### config.mk
export PLATFORM = sky130hd
export DESIGN_NAME = seq_magnitude_comparator
export DESIGN_NICKNAME = d
export VERILOG_FILES = /design/src/rtl/seq_magnitude_comparator_pkg.sv /design/src/rtl/seq_magnitude_comparator_cmp_digit.sv /design/src/rtl/seq_magnitude_comparator.sv
export SDC_FILE = /design/constraint.sdc
export NUM_CORES = 1
export LEC_CHECK = 0
export ABC_AREA = 1
export CAP_MARGIN = 20
export CORE_AREA = 2 2 65 67
export DETAILED_ROUTE_END_ITERATION = 8
export DIE_AREA = 0 0 67 69
export PLACE_DENSITY = 0.62
export SLEW_MARGIN = 20
export SYNTH_ARGS = -nofsm -noshare
export SYNTH_HDL_FRONTEND = slang
export SYNTH_SLANG_ARGS = --single-unit
### constraint.sdc
create_clock -name clk -period 1.96 [get_ports clk]
set_clock_uncertainty 0.2 [all_clocks]
set_input_delay 0.392 -clock clk [delete_from_list [all_inputs] [get_ports clk]]
set_output_delay 0.392 -clock clk [all_outputs]
set_load 0.02 [all_outputs]
### src/rtl/seq_magnitude_comparator_pkg.sv
// Shared types and constants for the iterative magnitude comparator.
//
// Contents:
//   DATA_WIDTH   - default ALU operand width
//   cmp_state_t  - comparator FSM state encoding
//   cmp_result_t - one-hot compare outcome {equal, lower, greater}
package seq_magnitude_comparator_pkg;

  localparam int DATA_WIDTH = 8;

  typedef enum logic [1:0] {
    IDLE = 2'd0,
    BUSY = 2'd1,
    DONE = 2'd2
  } cmp_state_t;

  typedef struct packed {
    logic equal;
    logic lower;
    logic greater;
  } cmp_result_t;

endpackage

### src/rtl/seq_magnitude_comparator_cmp_digit.sv
// Combinational unsigned compare of one DIGIT_W-bit operand slice.
//
// Ports:
//   a_dig  - digit of operand A
//   b_dig  - digit of operand B
//   res    - one-hot {equal, lower, greater} of a_dig against b_dig
module seq_magnitude_comparator_cmp_digit
  import seq_magnitude_comparator_pkg::*;
#(
  parameter int DIGIT_W = 2
) (
  input  logic [DIGIT_W-1:0] a_dig,
  input  logic [DIGIT_W-1:0] b_dig,
  output cmp_result_t        res
);

  always_comb begin
    res         = '0;
    res.equal   = (a_dig == b_dig);
    res.lower   = (a_dig <  b_dig);
    res.greater = (a_dig >  b_dig);
  end

endmodule

### src/rtl/seq_magnitude_comparator.sv
// Iterative MSB-first magnitude comparator with valid/ready handshakes.
// Operands are compared DIGIT_W bits per cycle and the walk stops at the
// first differing digit. Signed compares map both operands to offset
// binary at capture time, so the digit walk is always unsigned.
//
// Ports:
//   clk, rst             - clock, asynchronous active-high reset
//   in_valid / in_ready  - operand handshake (a, b, in_signed)
//   out_valid / out_ready- result handshake
//   equal/lower/greater  - one-hot result, valid with out_valid
//   cycles               - digit cycles spent on this result
//   min_out / max_out    - original operands ordered (only when the
//                          CMP_MINMAX_EN macro is defined)
module seq_magnitude_comparator
  import seq_magnitude_comparator_pkg::*;
#(
  parameter int WIDTH   = DATA_WIDTH,
  parameter int DIGIT_W = 2
) (
  input  logic                                 clk,
  input  logic                                 rst,
  input  logic                                 in_valid,
  output logic                                 in_ready,
  input  logic                                 in_signed,
  input  logic [WIDTH-1:0]                     a,
  input  logic [WIDTH-1:0]                     b,
  output logic                                 out_valid,
  input  logic                                 out_ready,
  output logic                                 equal,
  output logic                                 lower,
  output logic                                 greater,
  output logic [$clog2(WIDTH/DIGIT_W+1)-1:0]   cycles
`ifdef CMP_MINMAX_EN
  ,
  output logic [WIDTH-1:0]                     min_out,
  output logic [WIDTH-1:0]                     max_out
`endif
);

  localparam int NUM_DIGITS = WIDTH / DIGIT_W;
  localparam int CNT_W      = $clog2(NUM_DIGITS + 1);
  localparam int IDX_W      = (NUM_DIGITS > 1) ? $clog2(NUM_DIGITS) : 1;
  localparam logic [WIDTH-1:0] MSB_MASK = WIDTH'(1) << (WIDTH - 1);

  cmp_state_t       state;
  cmp_result_t      res_r;
  cmp_result_t      dig_res;
  logic [WIDTH-1:0] a_r;
  logic [WIDTH-1:0] b_r;
  logic [IDX_W-1:0] idx;
  logic [CNT_W-1:0] cnt;

  logic [DIGIT_W-1:0] a_dig [NUM_DIGITS];
  logic [DIGIT_W-1:0] b_dig [NUM_DIGITS];
  logic [DIGIT_W-1:0] a_sel;
  logic [DIGIT_W-1:0] b_sel;

`ifdef CMP_MINMAX_EN
  // Remembered mode lets the ordered outputs undo the offset-binary map.
  logic             sgn;
  logic [WIDTH-1:0] a_orig;
  logic [WIDTH-1:0] b_orig;

  assign a_orig = sgn ? (a_r ^ MSB_MASK) : a_r;
  assign b_orig = sgn ? (b_r ^ MSB_MASK) : b_r;
`else
  // Ordered operand outputs disabled: no extra state is kept.
`endif

  // Split the captured operands into digits; idx selects the one under test.
  always_comb begin
    for (int i = 0; i < NUM_DIGITS; i++) begin
      a_dig[i] = a_r[i*DIGIT_W +: DIGIT_W];
      b_dig[i] = b_r[i*DIGIT_W +: DIGIT_W];
    end
  end

  assign a_sel = a_dig[idx];
  assign b_sel = b_dig[idx];

  seq_magnitude_comparator_cmp_digit #(
    .DIGIT_W (DIGIT_W)
  ) u_cmp_digit (
    .a_dig (a_sel),
    .b_dig (b_sel),
    .res   (dig_res)
  );

  assign equal   = res_r.equal;
  assign lower   = res_r.lower;
  assign greater = res_r.greater;

  always_ff @(posedge clk or posedge rst) begin
    if (rst) begin
      state     <= IDLE;
      in_ready  <= 1'b1;
      out_valid <= 1'b0;
      res_r     <= '0;
      cycles    <= '0;
      a_r       <= '0;
      b_r       <= '0;
      idx       <= '0;
      cnt       <= '0;
`ifdef CMP_MINMAX_EN
      sgn       <= 1'b0;
      min_out   <= '0;
      max_out   <= '0;
`endif
    end else begin
      case (state)
        // Capture stage: operands enter, signed values go offset-binary.
        IDLE: begin
          if (in_valid && in_ready) begin
            a_r      <= in_signed ? (a ^ MSB_MASK) : a;
            b_r      <= in_signed ? (b ^ MSB_MASK) : b;
            idx      <= IDX_W'(NUM_DIGITS - 1);
            cnt      <= '0;
            in_ready <= 1'b0;
            state    <= BUSY;
`ifdef CMP_MINMAX_EN
            sgn      <= in_signed;
`endif
          end
        end

        // Digit walk: a differing digit, or the LSB digit, decides.
        BUSY: begin
          cnt <= cnt + CNT_W'(1);
          if (!dig_res.equal || idx == '0) begin
            // On the LSB digit with no difference dig_res is already equal.
            res_r  <= dig_res;
            cycles <= cnt + CNT_W'(1);
            state  <= DONE;
`ifdef CMP_MINMAX_EN
            min_out <= dig_res.greater ? b_orig : a_orig;
            max_out <= dig_res.lower   ? b_orig : a_orig;
`endif
          end else begin
            idx <= idx - IDX_W'(1);
          end
        end

        // Result stage: out_valid follows one cycle after the decision and
        // holds until the consumer takes it.
        DONE: begin
          if (out_valid && out_ready) begin
            out_valid <= 1'b0;
            in_ready  <= 1'b1;
            state     <= IDLE;
          end else begin
            out_valid <= 1'b1;
          end
        end

        default: begin
          state     <= IDLE;
          in_ready  <= 1'b1;
          out_valid <= 1'b0;
        end
      endcase
    end
  end

endmodule

==> summary.md <==
| Metric | Value |
|---|---|
| Netlist Area Pre-Place | `1490 sq um` |
| Max-cap violations | `0` |
| First-pass GRT wire length | `5.092 mm` |
| Largest area contributor in the netlist | `dfrtp_1` |
| Top area cells in the synthesized netlist | `dfrtp_1, nand2_1, o21ai_0` |
| Yosys cell types | `22` |
| Max stage delay on crit path | `0.42 ns` |
| Worst-path clk slew | `0.06 ns` |
| Gr usage total | `14.65%` |
| Largest net degree at the start of global routing | `32` |
| Core area | `3914 sq um` |
| Vias in the first global route | `1163` |
| Vias | `1211` |
| Gate power share | `54.3%` |
| Setup crit end kind | `flip-flop` |
| Net switching power | `1.541 mW` |
| Cts hold-fix bufs | `0` |
| Crit-path cells | `clkinvlp_4 > o21ai_0 > nand2_1 > ha_4 > nand2_1 > nor2_1 > nand2_1 > nand3_1 > nand2_1` |
| Clock buffer depth | `2` |
| Critical path class | `flip-flop to flip-flop` |
| Synth Flop Type | `dfrtp_1` |
| DRT Pass-1 Iters | `4` |
| Met1 GRT Util | `17.85%` |
| Tcrit/Tclk final | `96.55%` |
| Cells after Synth | `175` |
| Die X-Extent | `67 um` |
| CP delay by family, top | `simple AND/OR/NAND/NOR gates` |
| Post-synthesis sequential area ratio | `52.14%` |
| Status | `finished, final reports clean` |
| GP Congestion | `0.7970` |
| Met2 usage | `23.32%` |
| Antenna fix cells | `0` |
| CP required | `1.93 ns` |
| CTS H-tree lvls | `2` |
| Chip height | `69 um` |
| Worst path bufs/invs | `1` |
| Startpoint class of the critical path | `flip-flop` |
| Net Count, Synth | `200` |
| RSZ-0062 raised after global routing | `true` |
| Final count of hold timing violations | `0` |
| Die area | `4623 sq um` |
| Crit-path max FO | `6` |
| Drc violations | `0` |
| Critical Path Stages | `9` |
| # port buffers | `28` |
| Slowest CP cell | `dfrtp_2` |
| Yosys reg bits | `31` |
| Vias/cell | `4.605` |
| # setup viols final | `0` |
| Initial antenna violation count | `0` |
| Fraction of registers with async set/reset | `100.0%` |
| Lkg Pwr | `0.9551 nW` |
| CTS tree | `yes` |
| Wire length per cell | `11.90 um` |
| Post-route ant nets | `0` |
| Final HPWL DP | `2.105 mm` |
| Final instance area | `1982 sq um` |
| Ys Warns | `0` |
| Synth-to-Final Area Change | `33.00%` |
| Switching share of power | `43.14%` |
| Max Fclk | `0.5284 GHz` |
| Most Crowded Layer GR | `met2` |
| Internal power | `2.030 mW` |
| Hold Crit Class | `flip-flop to flip-flop` |
| Clock latency at the later pin of the worst-skew pair | `0.28 ns` |
| Slew Viols, Final | `0` |
| Placed cell area | `1821 sq um` |
| Initial core utilization | `38.08%` |
| Nets | `237` |
| Total power density per cell area | `1802 nW/um^2` |
| Congestion Overflow GR | `0` |
| Most frequent CP cell | `nand2_1` |
| R2R depth | `9` |
| VDD IR-drop max | `607.1 uV` |
| Total CTS buffers | `5` |
| Drt initial violations | `64` |
| WHS | `0.2744 ns` |
| Reg power frac | `32.4%` |
| Num rows | `23` |
| Grt met3 use | `5.383%` |
| Hold path depth | `2` |
| Crit path time final | `1.892 ns` |
| Share of the synthesized area in the top cell type | `50.38%` |
| Proportion of layout cells with a drive suffix above 1 | `15.49%` |
| Clk network pwr share | `13.3%` |
| Avg Synthesized Cell Area | `8.515 sq um` |
| WP data arrival | `1.86 ns` |
| Post-synth EDFFs | `0` |
| Overall power | `3.571 mW` |
| # IOs | `29` |
| Sink Count | `31` |
| Cell chosen for the clock root | `clkbuf_8` |
| Worst-Margin Slew | `0.3906 ns` |
| Overall routed net length | `3.130 mm` |
| Slew margin rel. | `73.96%` |
cells in the final DEF, fill, tap and decap left out, types with 5 or more instances in the layout:
master,n
clkdlybuf4s50_1,27
o21ai_0,10
nand3_1,7
clkbuf_8,5
dfrtp_1,29
buf_4,5
inv_1,11
nand2_1,74
a21oi_1,8
power by group through the flow:
stage,clock (mW),combinational [mW],sequential (mW)
floorplan,0,1.14,1.20
global placement,0,1.59,1.14
detailed placement,0,1.62,1.15
CTS,0.496,1.62,1.14
global route,0.532,2.18,1.19
finish,0.474,1.94,1.16
through the flow:
stage	setup WS [ns]	cells	setup TNS, ns	util [%]
after detailed placement	0.02238	251	0	46.52
after floorplan	0.01195	175	0	-
after CTS	0.0009541	259	0	48.53
after global placement	0.07613	251	0	46.52
final	0.06757	263	0	50.64
after global routing	-0.04769	263	-0.1773	50.64
kinds of logic after synthesis:
group / count (synthesis) / synth area share [%]
buffers and inverters: 19 / 6.380
AND/OR/NAND/NOR: 93 / 26.62
AO/OA/AOI/OAI: 25 / 9.740
flip-flops: 31 / 52.14
adder cells (fa/ha/maj): 4 / 3.359
XOR/XNOR: 3 / 1.764
timing repair:
item | CTS | global route
cloned | 0 | 2
pin swaps | 0 | 3
setup endpoints to repair | 1 | 10
buffers inserted | 0 | 2
gates resized for setup | 1 | 12
cell type report:
| class | instances | area (sq um) |
|---|---|---|
| clock buffer | 8 | 80.08 |
| timing repair buffer | 33 | 316.6 |
| tap | 50 | 62.56 |
| inverter | 14 | 58.81 |
| multi-input combinational | 126 | 678.2 |
| timing repair inverter | 1 | 7.507 |
| fill | 399 | 1932 |
| sequential | 31 | 778.2 |
state kept, by name, summed over array words and instances (netlist names):
| signal | cells |
|---|---|
| cnt | 3 |
| equal | 1 |
| cycles | 3 |
| greater | 1 |
| lower | 1 |
| idx | 2 |
| in_ready | 1 |
| a_r | 8 |
| state | 2 |
| b_r | 8 |
| out_valid | 1 |
synthesized netlist by cell type (2+ instances only):
master	number
inv_1	12
o21ai_2	3
nor2_4	3
xnor2_1	3
buf_6	2
a21oi_1	8
nor2_1	5
nand3_1	8
o21ai_0	11
dfrtp_1	30
nand2_4	2
nand2_1	75
ha_1	4
per-layer routing:
metal,wire (um),part of all wire (%),up-vias
met5,0,0,-
met4,51,1.6,0
met3,117,3.7,6
met2,1580,50,21
met1,1380,44,559
li1,-,-,625
worst register-to-register path, stage by stage (launching register included):
cell and delay (ns):
dfrtp_2 0.42, clkinvlp_4 0.16, o21ai_0 0.21, nand2_1 0.12, ha_4 0.31, nand2_1 0.06, nor2_1 0.08, nand2_1 0.08
nand3_1 0.08, nand2_1 0.06
final timing paths:
path | slack [ns] | to | startpoint
max | 0.07 | idx[0] | idx[0]
min | 0.27 | b_r[6] | b_r[6]
max reg2reg | 0.07 | idx[0] | idx[0]
min reg2reg | 0.27 | b_r[6] | b_r[6]
max in group asynchronous | 0.95 | in_ready | rst
min in group asynchronous | 0.29 | b_r[7] | rst
Note: power is estimated with default switching activity, not from simulation.
